File: src/rtl/fir_output_quantizer.sv
// fir_output_quantizer
// Output stage behind the transposed FIR filter. It decimates the filter output,
// rounds it half toward +inf, narrows it to OUT_W bits and queues it in a
// show-ahead FIFO with a valid/ready interface.
// Build option: define FIR_QUANT_SAT_EN to clip out-of-range samples and report
// them on sat_sticky. Without it the samples wrap in two's complement and
// sat_sticky stays 0.
module fir_output_quantizer #(
  parameter int IN_W  = 26,
  parameter int OUT_W = 16,
  parameter int SHIFT = 10,
  parameter int DEC   = 2,
  parameter int DEPTH = 4
) (
  input  logic                    clk,
  input  logic                    reset,
  input  logic                    in_valid,
  input  logic signed [IN_W-1:0]  in_data,
  output logic                    out_valid,
  input  logic                    out_ready,
  output logic signed [OUT_W-1:0] out_data,
  output logic                    sat_sticky,
  output logic [7:0]              drop_cnt,
  input  logic                    clear
);

  localparam int AW  = $clog2(DEPTH);
  localparam int DCW = (DEC > 1) ? $clog2(DEC) : 1;
  localparam logic signed [IN_W:0] HALF = (IN_W+1)'(2 ** (SHIFT - 1));

  // ---------------------------------------------------------------- decimation
  logic [DCW-1:0] dec_cnt;
  logic           kept;

  assign kept = in_valid && (dec_cnt == '0);

  // Phase counter advances on valid input only; phase 0 is the kept sample.
  always_ff @(posedge clk or posedge reset) begin
    if (reset) begin
      dec_cnt <= '0;
    end else if (in_valid) begin
      dec_cnt <= (dec_cnt == DCW'(DEC - 1)) ? '0 : dec_cnt + 1'b1;
    end
  end

  // ---------------------------------------------------------------- stage 1
  logic                   v1;
  logic signed [IN_W-1:0] s1_data;

  // Capture the kept sample.
  always_ff @(posedge clk or posedge reset) begin
    if (reset) begin
      v1      <= 1'b0;
      s1_data <= '0;
    end else begin
      v1 <= kept;
      if (kept) begin
        s1_data <= in_data;
      end
    end
  end

  // ---------------------------------------------------------------- rounding
  // One guard bit on top keeps the +half addition from overflowing.
  logic signed [IN_W:0]    biased;
  logic signed [OUT_W-1:0] q_next;

  assign biased = $signed({s1_data[IN_W-1], s1_data}) + HALF;

`ifdef FIR_QUANT_SAT_EN
  localparam int R_W = IN_W + 1 - SHIFT;
  localparam logic signed [R_W-1:0] MAX_R = R_W'((2 ** (OUT_W - 1)) - 1);
  localparam logic signed [R_W-1:0] MIN_R = R_W'(-(2 ** (OUT_W - 1)));

  logic signed [R_W-1:0] r;
  logic                  sat_next;
  logic                  v2_sat;

  assign r = R_W'(biased >>> SHIFT);

  // Clip the rounded value to the OUT_W range and flag the clip.
  always_comb begin
    q_next   = r[OUT_W-1:0];
    sat_next = 1'b0;
    if (r > MAX_R) begin
      q_next   = {1'b0, {(OUT_W-1){1'b1}}};
      sat_next = 1'b1;
    end else if (r < MIN_R) begin
      q_next   = {1'b1, {(OUT_W-1){1'b0}}};
      sat_next = 1'b1;
    end
  end
`else
  // Plain truncation to OUT_W bits: out-of-range samples wrap.
  assign q_next = OUT_W'(biased >>> SHIFT);
`endif

  // ---------------------------------------------------------------- stage 2
  logic                    v2;
  logic signed [OUT_W-1:0] s2_data;

  // Register the quantized sample (and its clip flag when clipping is built in).
  always_ff @(posedge clk or posedge reset) begin
    if (reset) begin
      v2      <= 1'b0;
      s2_data <= '0;
`ifdef FIR_QUANT_SAT_EN
      v2_sat  <= 1'b0;
`endif
    end else begin
      v2 <= v1;
      if (v1) begin
        s2_data <= q_next;
`ifdef FIR_QUANT_SAT_EN
        v2_sat  <= sat_next;
`endif
      end
    end
  end

  // ---------------------------------------------------------------- FIFO
  logic signed [OUT_W-1:0] mem [DEPTH];
  logic [AW:0]             wr_ptr;
  logic [AW:0]             rd_ptr;
  logic [DEPTH-1:0]        wr_sel;
  logic signed [OUT_W-1:0] last_head;
  logic                    empty;
  logic                    full;
  logic                    pop;
  logic                    push;
  logic                    drop;

  assign empty = (wr_ptr == rd_ptr);
  assign full  = (wr_ptr[AW] != rd_ptr[AW]) && (wr_ptr[AW-1:0] == rd_ptr[AW-1:0]);
  assign pop   = out_valid && out_ready;
  // A pop in the same cycle frees the slot the push needs, even when full.
  assign push  = v2 && (!full || pop);
  assign drop  = v2 && full && !pop;

  genvar gi;
  generate
    for (gi = 0; gi < DEPTH; gi++) begin : g_wr_sel
      assign wr_sel[gi] = push && (wr_ptr[AW-1:0] == AW'(gi));
    end
  endgenerate

  // Storage: write the addressed entry on an accepted push.
  always_ff @(posedge clk or posedge reset) begin
    if (reset) begin
      for (int i = 0; i < DEPTH; i++) begin
        mem[i] <= '0;
      end
    end else begin
      for (int i = 0; i < DEPTH; i++) begin
        if (wr_sel[i]) begin
          mem[i] <= s2_data;
        end
      end
    end
  end

  // Pointers carry one extra wrap bit to tell full from empty.
  always_ff @(posedge clk or posedge reset) begin
    if (reset) begin
      wr_ptr <= '0;
      rd_ptr <= '0;
    end else begin
      if (push) begin
        wr_ptr <= wr_ptr + 1'b1;
      end
      if (pop) begin
        rd_ptr <= rd_ptr + 1'b1;
      end
    end
  end

  // Remember the current head so out_data holds steady once the FIFO drains.
  always_ff @(posedge clk or posedge reset) begin
    if (reset) begin
      last_head <= '0;
    end else if (!empty) begin
      last_head <= mem[rd_ptr[AW-1:0]];
    end
  end

  assign out_valid = !empty;
  assign out_data  = empty ? last_head : mem[rd_ptr[AW-1:0]];

  // ---------------------------------------------------------------- status
  // Count dropped samples, saturating at 255; an event concurrent with clear survives it.
  always_ff @(posedge clk or posedge reset) begin
    if (reset) begin
      drop_cnt <= '0;
    end else if (clear) begin
      drop_cnt <= drop ? 8'd1 : 8'd0;
    end else if (drop && (drop_cnt != 8'hFF)) begin
      drop_cnt <= drop_cnt + 8'd1;
    end
  end

`ifdef FIR_QUANT_SAT_EN
  logic sat_event;

  // Clipped samples count whether they are stored or dropped.
  assign sat_event = v2 && v2_sat;

  // Sticky clip flag; a clip concurrent with clear survives it.
  always_ff @(posedge clk or posedge reset) begin
    if (reset) begin
      sat_sticky <= 1'b0;
    end else if (clear) begin
      sat_sticky <= sat_event;
    end else if (sat_event) begin
      sat_sticky <= 1'b1;
    end
  end
`else
  assign sat_sticky = 1'b0;
`endif

endmodule

File: config.mk
export PLATFORM = sky130hd
export DESIGN_NAME = fir_output_quantizer
export DESIGN_NICKNAME = d
export VERILOG_FILES = /design/src/rtl/fir_output_quantizer.sv
export SDC_FILE = /design/constraint.sdc
export NUM_CORES = 1
export LEC_CHECK = 0
export BUFFER_PORTS_ARGS = -buffer_cell sky130_fd_sc_hd__buf_2
export CORE_ASPECT_RATIO = 1.4
export CORE_MARGIN = 4
export CORE_UTILIZATION = 30
export CTS_BUF_LIST = sky130_fd_sc_hd__clkbuf_4
export CTS_CLUSTER_DIAMETER = 30
export DETAILED_ROUTE_END_ITERATION = 7
export SLEW_MARGIN = 20
export SYNTH_ARGS = -nofsm -noshare
export SYNTH_HDL_FRONTEND = slang
export SYNTH_SLANG_ARGS = --single-unit
File: constraint.sdc
create_clock -name clk -period 9.3 [get_ports clk]
set_input_delay 1.395 -clock clk [delete_from_list [all_inputs] [get_ports clk]]
set_output_delay 1.395 -clock clk [all_outputs]
set_load 0.03 [all_outputs]
==> results.sh <==
export IMPL_syn_num_nets=440
export IMPL_cts_buffers=17
export IMPL_pin_count=57
export IMPL_hold_slack_ns=0.476
export IMPL_dr_pass1_iters=4
export IMPL_yosysWarningCount=0
export IMPL_crit_start="rd_ptr[1]$_DFFE_PP0P_"
export IMPL_fin_crit_sh_pct=46.4
export IMPL_cts_repair_resized=0
export IMPL_ys_seq_area_share_pct=56.0
export IMPL_hold_viol_final=0
export IMPL_wl_met2_um=5900
export IMPL_reg2reg_from="rd_ptr[1]$_DFFE_PP0P_"
export IMPL_num_rows=59
export IMPL_ir_worst_vdd_uv=162
export IMPL_ctsHoldBuffers=0
export IMPL_hpwlAfterDp_um=7470
export IMPL_wl_per_cell_um=15.9
export IMPL_skew_ns=0.0167
export IMPL_cts_tree="built"
export IMPL_synth_fa_ha_area_share_pct=1.51
export IMPL_grt_pass1_vias=3506
export IMPL_via_count=3395
export IMPL_clk_path_buf_depth=2
export IMPL_drive_above_1_share_pct=42.8
export IMPL_synth_area_um2=5800
export IMPL_dieArea_um2=21700
export IMPL_grt_setup_unrepaired="false"
export IMPL_setup_viol=0
export IMPL_cts_sinks=130
export IMPL_finalPower_uw=2580
export IMPL_synth_simple_area_share_pct=6.92
export IMPL_synth_top_cells_by_area="dfrtp_1 (56%), mux2_2 (19%), mux4_2 (3.9%)"
export IMPL_multi_input_area_um2=2400
export IMPL_syn_mean_instance_area_um2=14.4
export IMPL_ant_nets=0
export IMPL_maxSlewHeadroom_pct=35.6
export IMPL_end_kind="primary output"
export IMPL_syn_to_final_growth_pct=13.1
export IMPL_met3_length_um=386
export IMPL_cp_arrival_ns=2.92
export IMPL_synth_top_area_share_pct=56.0
export IMPL_cellPowerDensity_nw_per_um2=393
export IMPL_layout_common_cells="dfrtp_1 (129), mux2_2 (99), buf_2 (46)"
export IMPL_clk_latency_ns=0.53
export IMPL_clk_pin_slew_worst_paths_ns=0.11
export IMPL_fill_cells=1873
export IMPL_dieWidth_um=126
export IMPL_grt_pass1_wl_um=18800
export IMPL_gp_congestion=0.692
export IMPL_cp_endpoint="out_data[8]"
export IMPL_path_max_fanout=19
export IMPL_critPathLaunchType="flop"
export IMPL_crit_type="flop to primary output"
export IMPL_synthMuxAreaShare_pct=25.8
export IMPL_r2r_end="mem[7]$_DFFE_PP0P_"
export IMPL_dr_max_layer_used="met4"
export IMPL_cellLeakagePower_uw=0.00272
export IMPL_ys_types=40
export IMPL_synth_xor_xnor_area_share_pct=3.58
export IMPL_ys_ff_latch=130
export IMPL_synth_compound_area_share_pct=3.47
export IMPL_cts_root_buffer="clkbuf_4"
export IMPL_viasPerCell=4.80
export IMPL_yosys_area_top_type="dfrtp_1"
export IMPL_fmax_mhz=232
export IMPL_drv_slew=0
export IMPL_met1Wirelength_um=4780
export IMPL_setup_tns_ns=0
export IMPL_worst_pin_slew_ns=0.967
export IMPL_grt_usage_pct=11.0
export IMPL_hold_class="flop to flop"
export IMPL_synth_top_family_by_area="multiplexers"
export IMPL_post_cts_buffers=0
export IMPL_grt_ovfl_total=0
export IMPL_seq_area_um2=3250
export IMPL_die_y_um=173
export IMPL_fin_crit_ns=4.31
export IMPL_antenna_found_initial=1
export IMPL_status="completed"
export IMPL_r2r_slack_ns=6.58
export IMPL_portBuffers=46
export IMPL_final_nets=488
export IMPL_remaining_drc_errors=0
export IMPL_dr_first_iter_drc_count=137
export IMPL_initial_utilization_pct=30.8
export IMPL_cp_required_ns=7.91
export IMPL_htreeDepth=4
export IMPL_maxCapViolCount=0
export IMPL_final_common_cell="dfrtp_1"
export IMPL_synth_cells=402
export IMPL_drt_wl_total_um=11200
export IMPL_ff2ff_path_depth=4
export IMPL_core_area_um2=18800
export IMPL_fin_util_pct=34.9
export IMPL_grt_max_degree=71
synth_stat cells:
cell type  number
dfrtp_1       130
mux2_2         99
a21oi_1        19
nor2_1         16
xor2_1         11
mux4_2         10
nand4_1         9
xnor2_1         9
nand2_1         8
nand3_1         8
ha_1            7
inv_1           7
buf_2           6
clkbuf_1        6
mux4_1          6
and4_1          4
buf_4           4
o21ai_0         4
or4_1           4
buf_6           3
nand3_4         3
o211ai_1        3
o31ai_1         3
o41ai_1         3
or3_1           3
nor2b_1         2
xnor2_2         2
a31oi_1         1
and2_1          1
and3_1          1
buf_1           1
clkbuf_2        1
conb_1          1
nand3_2         1
nand3b_1        1
nand4b_2        1
nor3_1          1
nor4_1          1
o311ai_0        1
or4b_2          1
worst min-delay path by stage:
stage                              startpoint                  end  slack (ns)  cells after the start
final                     dec_cnt$_DFFE_PP0P_  dec_cnt$_DFFE_PP0P_        0.48                      1
after global routing      dec_cnt$_DFFE_PP0P_  dec_cnt$_DFFE_PP0P_        0.49                      1
after CTS                 dec_cnt$_DFFE_PP0P_  dec_cnt$_DFFE_PP0P_        0.48                      1
after detailed placement  dec_cnt$_DFFE_PP0P_  dec_cnt$_DFFE_PP0P_        0.46                      1
after global placement    dec_cnt$_DFFE_PP0P_  dec_cnt$_DFFE_PP0P_        0.45                      1
after floorplan                  v1$_DFF_PP0_         v2$_DFF_PP0_        0.42                      0
power breakdown:
group / switching (uW) / leakage [uW] / internal, uW
logic: 573 / 0.00103 / 540
registers: 215 / 0.00152 / 842
clock network: 197 / 0.000165 / 215
worst max-delay path, cell delays in order (launching register included):
cell and delay, ns:
dfrtp_1 0.99, xnor2_2 0.20, nand3b_1 0.39, buf_8 0.23, mux2_2 0.39, buf_2 0.19
metal layers:
| layer | up-vias | track usage (%) |
|---|---|---|
| met2 | 64 | 18.3 |
| met3 | 13 | 2.93 |
| met1 | 1738 | 13.7 |
| li1 | 1580 | - |
| met4 | 0 | 3.93 |
| met5 | - | 0 |
final cells by class:
| class | instances | area share [%] |
|---|---|---|
| diodes | 1 | 0.0381 |
| flip-flops and latches | 130 | 49.6 |
| multi-input cells | 244 | 36.5 |
| clock buffers | 19 | 2.17 |
| repair buffers | 50 | 4.08 |
| well taps | 244 | 4.65 |
| inverters | 7 | 0.438 |
| clock inverters | 13 | 2.53 |
logic make-up after synthesis:
logic type,Yosys count
flip-flops,130
multiplexers,115
AND/OR/NAND/NOR,65
AO/OA/AOI/OAI,34
buffers and inverters,28
XOR/XNOR,22
adder cells (fa/ha/maj),7
other,1
flip-flops by register name (all words and copies together) (netlist names):
name and cells:
v1 1, s1_data 17, dec_cnt 1, mem 64
last_head 16, wr_ptr 3, s2_data 16, drop_cnt 8
rd_ptr 3, v2 1
metrics by stage:
| step | std cells | cell area [um2] | setup slack, ns |
|---|---|---|---|
| finish | 708 | 6570 | 4.99 |
| global route | 708 | 6570 | 4.78 |
| CTS | 706 | 6550 | 4.41 |
| detailed placement | 674 | 6240 | 5.03 |
| global placement | 674 | 6240 | 5.08 |
| floorplan | 402 | 5800 | 4.44 |
Power figures use the tool's default switching activity.
